### config.mk
export PLATFORM = sky130hd
export DESIGN_NAME = dmem_port_arbiter
export DESIGN_NICKNAME = d
export VERILOG_FILES = /design/src/rtl/dmem_port_arbiter.sv
export SDC_FILE = /design/constraint.sdc
export NUM_CORES = 1
export LEC_CHECK = 0
export BUFFER_PORTS_ARGS = -buffer_cell sky130_fd_sc_hd__buf_2
export CAP_MARGIN = 20
export CORE_AREA = 2 2 116 118
export DETAILED_ROUTE_END_ITERATION = 7
export DIE_AREA = 0 0 118 120
export PLACE_DENSITY_LB_ADDON = 0.05
export REMOVE_ABC_BUFFERS = 1
export SLEW_MARGIN = 25
export SYNTH_ARGS = -nofsm -noshare
export SYNTH_HDL_FRONTEND = slang
export SYNTH_SLANG_ARGS = --single-unit
### constraint.sdc
create_clock -name clk -period 3.7 [get_ports clk]
set_clock_uncertainty 0.05 [all_clocks]
set_input_delay 0.74 -clock clk [delete_from_list [all_inputs] [get_ports clk]]
set_output_delay 0.74 -clock clk [all_outputs]
set_load 0.02 [all_outputs]
### src/rtl/dmem_port_arbiter.sv
// Shares the single data-memory port between the core and the front-panel host
// sequencer (LOAD / CLEAR / SCAN); the core is stalled while a host operation runs.
module dmem_port_arbiter #(
    parameter logic [31:0] OPA_ADDR  = 32'h0000_0000,
    parameter logic [31:0] OPB_ADDR  = 32'h0000_0004,
    parameter logic [31:0] RES_BASE  = 32'h0000_0008,
    parameter int unsigned RES_COUNT = 5
) (
    input  logic        clk,
    input  logic        reset_n,
    input  logic        load_req,
    input  logic        clear_req,
    input  logic        scan_req,
    input  logic [31:0] op_a,
    input  logic [31:0] op_b,
    input  logic        cpu_we,
    input  logic [31:0] cpu_a,
    input  logic [31:0] cpu_wd,
    output logic [31:0] cpu_rd,
    output logic        cpu_stall,
    output logic        mem_we,
    output logic [31:0] mem_a,
    output logic [31:0] mem_wd,
    input  logic [31:0] mem_rd,
    output logic        res_valid,
    output logic [2:0]  res_idx,
    output logic [31:0] res_data,
    output logic        busy,
    output logic        done
);

    localparam int unsigned DATA_W = 32;
    localparam int unsigned IDX_W  = 3;
    localparam logic [IDX_W-1:0] LAST_IDX = IDX_W'(RES_COUNT - 1);

    typedef enum logic [2:0] {
        S_IDLE,
        S_CLR_A,
        S_CLR_B,
        S_LD_A,
        S_LD_B,
        S_SCAN,
        S_DONE
    } state_t;

    state_t             r_state;
    logic               r_pend_clr;
    logic               r_pend_load;
    logic               r_pend_scan;
    logic [DATA_W-1:0]  r_op_a;
    logic [DATA_W-1:0]  r_op_b;
    logic [IDX_W-1:0]   r_idx;
    logic               r_res_valid;
    logic [IDX_W-1:0]   r_res_idx;
    logic [DATA_W-1:0]  r_res_data;

    logic               w_idle;
    logic               w_want_clr;
    logic               w_want_load;
    logic               w_want_scan;
    logic               w_grant_clr;
    logic               w_grant_load;
    logic               w_grant_scan;
    logic               w_last_idx;
    logic               w_mem_we;
    logic [DATA_W-1:0]  w_mem_a;
    logic [DATA_W-1:0]  w_mem_wd;

    // A request in the same cycle counts as pending; grants only happen from IDLE.
    assign w_idle       = (r_state == S_IDLE);
    assign w_want_clr   = r_pend_clr  | clear_req;
    assign w_want_load  = r_pend_load | load_req;
    assign w_want_scan  = r_pend_scan | scan_req;
    assign w_grant_clr  = w_idle & w_want_clr;
    assign w_grant_load = w_idle & ~w_want_clr & w_want_load;
    assign w_grant_scan = w_idle & ~w_want_clr & ~w_want_load & w_want_scan;
    assign w_last_idx   = (r_idx == LAST_IDX);

    always_ff @(posedge clk or negedge reset_n) begin
        if (!reset_n) begin
            r_state     <= S_IDLE;
            r_pend_clr  <= 1'b0;
            r_pend_load <= 1'b0;
            r_pend_scan <= 1'b0;
            r_op_a      <= '0;
            r_op_b      <= '0;
            r_idx       <= '0;
            r_res_valid <= 1'b0;
            r_res_idx   <= '0;
            r_res_data  <= '0;
        end else begin
            r_pend_clr  <= w_want_clr  & ~w_grant_clr;
            r_pend_load <= w_want_load & ~w_grant_load;
            r_pend_scan <= w_want_scan & ~w_grant_scan;
            r_res_valid <= 1'b0;
            case (r_state)
                S_IDLE: begin
                    if (w_grant_clr) begin
                        r_state <= S_CLR_A;
                    end else if (w_grant_load) begin
                        r_state <= S_LD_A;
                        r_op_a  <= op_a;
                        r_op_b  <= op_b;
                    end else if (w_grant_scan) begin
                        r_state <= S_SCAN;
                    end
                end
                S_CLR_A: r_state <= S_CLR_B;
                S_CLR_B: r_state <= S_DONE;
                S_LD_A:  r_state <= S_LD_B;
                S_LD_B:  r_state <= S_DONE;
                S_SCAN: begin
                    r_res_valid <= 1'b1;
                    r_res_data  <= mem_rd;
                    r_res_idx   <= r_idx;
                    if (w_last_idx) begin
                        r_idx   <= '0;
                        r_state <= S_DONE;
                    end else begin
                        r_idx   <= r_idx + IDX_W'(1);
                    end
                end
                S_DONE:  r_state <= S_IDLE;
                default: r_state <= S_IDLE;
            endcase
        end
    end

    // Memory port mux: pass-through in IDLE, host sequencer otherwise.
    always_comb begin
        w_mem_we = 1'b0;
        w_mem_a  = cpu_a;
        w_mem_wd = cpu_wd;
        case (r_state)
            S_IDLE: w_mem_we = cpu_we;
            S_CLR_A: begin
                w_mem_we = 1'b1;
                w_mem_a  = OPA_ADDR;
                w_mem_wd = '0;
            end
            S_CLR_B: begin
                w_mem_we = 1'b1;
                w_mem_a  = OPB_ADDR;
                w_mem_wd = '0;
            end
            S_LD_A: begin
                w_mem_we = 1'b1;
                w_mem_a  = OPA_ADDR;
                w_mem_wd = r_op_a;
            end
            S_LD_B: begin
                w_mem_we = 1'b1;
                w_mem_a  = OPB_ADDR;
                w_mem_wd = r_op_b;
            end
            S_SCAN: w_mem_a = RES_BASE + DATA_W'({r_idx, 2'b00});
            default: w_mem_we = 1'b0;
        endcase
    end

    // Reset must block memory writes and release the core even before the clock runs.
    assign mem_we    = reset_n & w_mem_we;
    assign mem_a     = w_mem_a;
    assign mem_wd    = w_mem_wd;
    assign cpu_stall = reset_n & ~w_idle;
    assign cpu_rd    = mem_rd;
    assign busy      = ~w_idle;
    assign done      = (r_state == S_DONE);
    assign res_valid = r_res_valid;
    assign res_idx   = r_res_idx;
    assign res_data  = r_res_data;

endmodule

==> summary.txt <==
CTS tree = yes
top-area cell type share of the netlist area = 46.1%
GR Util met1 = 28.7%
crit path DAT = 2.38 ns
core area = 0.0130 mm^2
Yosys reg bits = 109
Initial Utilization = 45.6%
crit-path max FO = 31
CTS sink count = 109
Rows = 42
I/O pin total = 302
Resized cells post-CTS = 0
GRT met3 Usage = 7.18%
Layout area overhead = 28.2%
DR iter-0 viols = 288
initial antenna violation count = 3
Final Core Density = 58.5%
GRT met2 Usage = 36.9%
Non-Filler Instances = 988
max frequency = 0.315 GHz
Max-Cap Viols = 0
cells after synthesis = 558
WL final = 16,200 um
Worst Path Required = 2.91 ns
Reg2Reg Setup Slack = 1.38 ns
FF-to-FF Start = r_state[2]
vias per cell = 5.21
synth warn = 0
worst slew pin tran = 0.791 ns
post-DR wirelength/cell = 16.4 um
PortBufs = 301
reg2reg end = r_op_a[2]
clock transition at the registers of the reported paths = 0.07 ns
peak supply drop = 0.459 mV
Root Buffer = clkbuf_16
setup violators final = 0
Slew Viols, Final = 0
syn avg cell area = 10.6 um^2
Slew Limit Headroom = 47.3%
Die H = 120 um
status = complete, no violations
Max H-tree Level = 3
CP Launch Type = flip-flop
CTS buffer count = 9
placed cells = 971
Post-synth EDFFs = 0
largest net degree at the start of global routing = 76
DIE AREA = 0.0142 mm^2
Top FF cell, synth = dfrtp_1
GR peak layer = met2
reg2reg path depth = 4
vias in the first global route = 4,948
clock latency on the worst-skew pair = 0.35 ns
post-detailed-route count of antenna-violating nets = 0
crit share post-route = 85.7%
clock tree buffer depth = 2
Mapped Area = 0.00592 mm^2
post-CTS setup repair buffer count = 0
sequential area share after synthesis = 46.1%
GR Overflow Total = 0
RSZ-0062 raised after global routing = no
post-DP HPWL = 11,400 um
Min Clock Period, post-route = 3.17 ns
detailed-route via count = 5,145
hold buffer count at CTS = 0
All-Layer GR Usage = 22.4%
FFs w/ async S/R, synth = 100%
Die X = 118 um
Initial DRT Pass Iterations = 5
first-pass GRT wire length = 25,400 um
Post-route DRC = 0
total power = 0.00657 W
Netlist cell types = 32
RePlAce Congestion = 0.767
Synth area leaders = dfrtp_1, mux2_4, nand2_1
Power per Cell Area = 865 mW/mm^2
endpoints failing hold = 0
CP endpoint kind = output port
critical path class = flip-flop to output port
layout cells sized above 1 = 48.7%
Nets = 975
post-synth top area cell = dfrtp_1
Hold WC Path Type = input pin to async pin
Static Leak = 4.20 nW
stage by stage:
stage,setup slack [ns],setup TNS (ns),cell area (um^2),hold slack [ns]
floorplan,-1.45,-59.82,5470,0.394
global placement,1.03,0,7310,0.405
detailed placement,0.862,0,7310,0.407
CTS,0.474,0,7590,0.293
global route,0.316,0,7590,0.316
finish,0.529,0,7590,0.286
worst max-delay path: stages, from the launching register on:
cell and delay (ns):
dfrtp_4 0.62, nor3_4 0.32, inv_1 0.14, nand2_1 0.53
a22o_1 0.25, buf_2 0.16
cell type report:
class / instances / area [um^2]
tap: 176 / 220
timing repair buffer: 311 / 1610
sequential: 109 / 2730
antenna: 1 / 2.50
fill: 1173 / 5390
multi-input combinational: 369 / 2730
clock buffer: 10 / 229
clock inverter: 6 / 46.3
inverter: 6 / 22.5
kinds of logic (layout without fill, tap and decap cells):
family | count (synthesis) | count (layout) | synth area share (%)
and+or+nand+nor | 187 | 187 | 13.7
adders and majority gates | 3 | 3 | 0.634
AOI/OAI and AO/OA | 83 | 83 | 10.9
other | 0 | 1 | 0
buffers and inverters | 80 | 333 | 8.05
muxes | 96 | 96 | 20.7
DFF | 109 | 109 | 46.1
worst max-delay path by stage:
stage / start / to / slack [ns] / cells past startpoint
4_1_cts: r_state[2] / mem_a[4] / 0.47 / 5
3_5_place_dp: r_state[2] / mem_a[4] / 0.86 / 5
3_3_place_gp: r_state[2] / mem_a[3] / 1.03 / 5
2_1_floorplan: r_state[2] / mem_a[3] / -1.45 / 3
5_1_grt: r_state[2] / mem_a[3] / 0.32 / 5
6_report: r_state[2] / mem_a[4] / 0.53 / 5
synthesized netlist by cell type, types with 9 or more instances:
cell	n
a22oi_1	32
nand2_1	140
nor2_1	9
mux2i_1	32
clkbuf_1	25
dfrtp_1	109
buf_2	9
buf_4	32
and2_1	29
mux2_2	15
o221ai_1	32
mux2_4	49
cell usage in the layout, fill, tap and decap left out, drive strengths merged:
master	count
a31oi	1
o31a	1
nor2b	1
or4	1
nor3	3
a22o	3
dfrtp	109
inv	8
clkinvlp	1
o221ai	32
clkbuf	10
a22oi	32
a21boi	1
nor2	9
clkinv	3
o21ai	8
mux2	64
buf	311
diode	1
nand2	140
a211oi	2
mux2i	32
or2	1
and2	29
o2bb2ai	1
ha	3
nand3	1
a21oi	2
nand3b	2
routing by layer:
metal	part of all wire, %	up-vias
met5	0.068	-
li1	-	2403
met2	48	212
met4	1.1	2
met3	7.9	17
met1	42	2511
state kept, by name, summed over array words and instances, names as in the netlist:
name         cells
res_valid        1
r_op_a          32
r_idx            3
r_pend_clr       1
res_idx          3
res_data        32
r_pend_scan      1
r_op_b          32
r_pend_load      1
r_state          3
power by group:
group	total, W	internal (W)	switching, W
Sequential	0.00209	0.00173	0.000361
Clock	0.000925	0.000464	0.000461
Combinational	0.00355	0.00148	0.00207
Total	0.00657	0.00367	0.00290
Note: power is estimated with default switching activity, not from simulation.
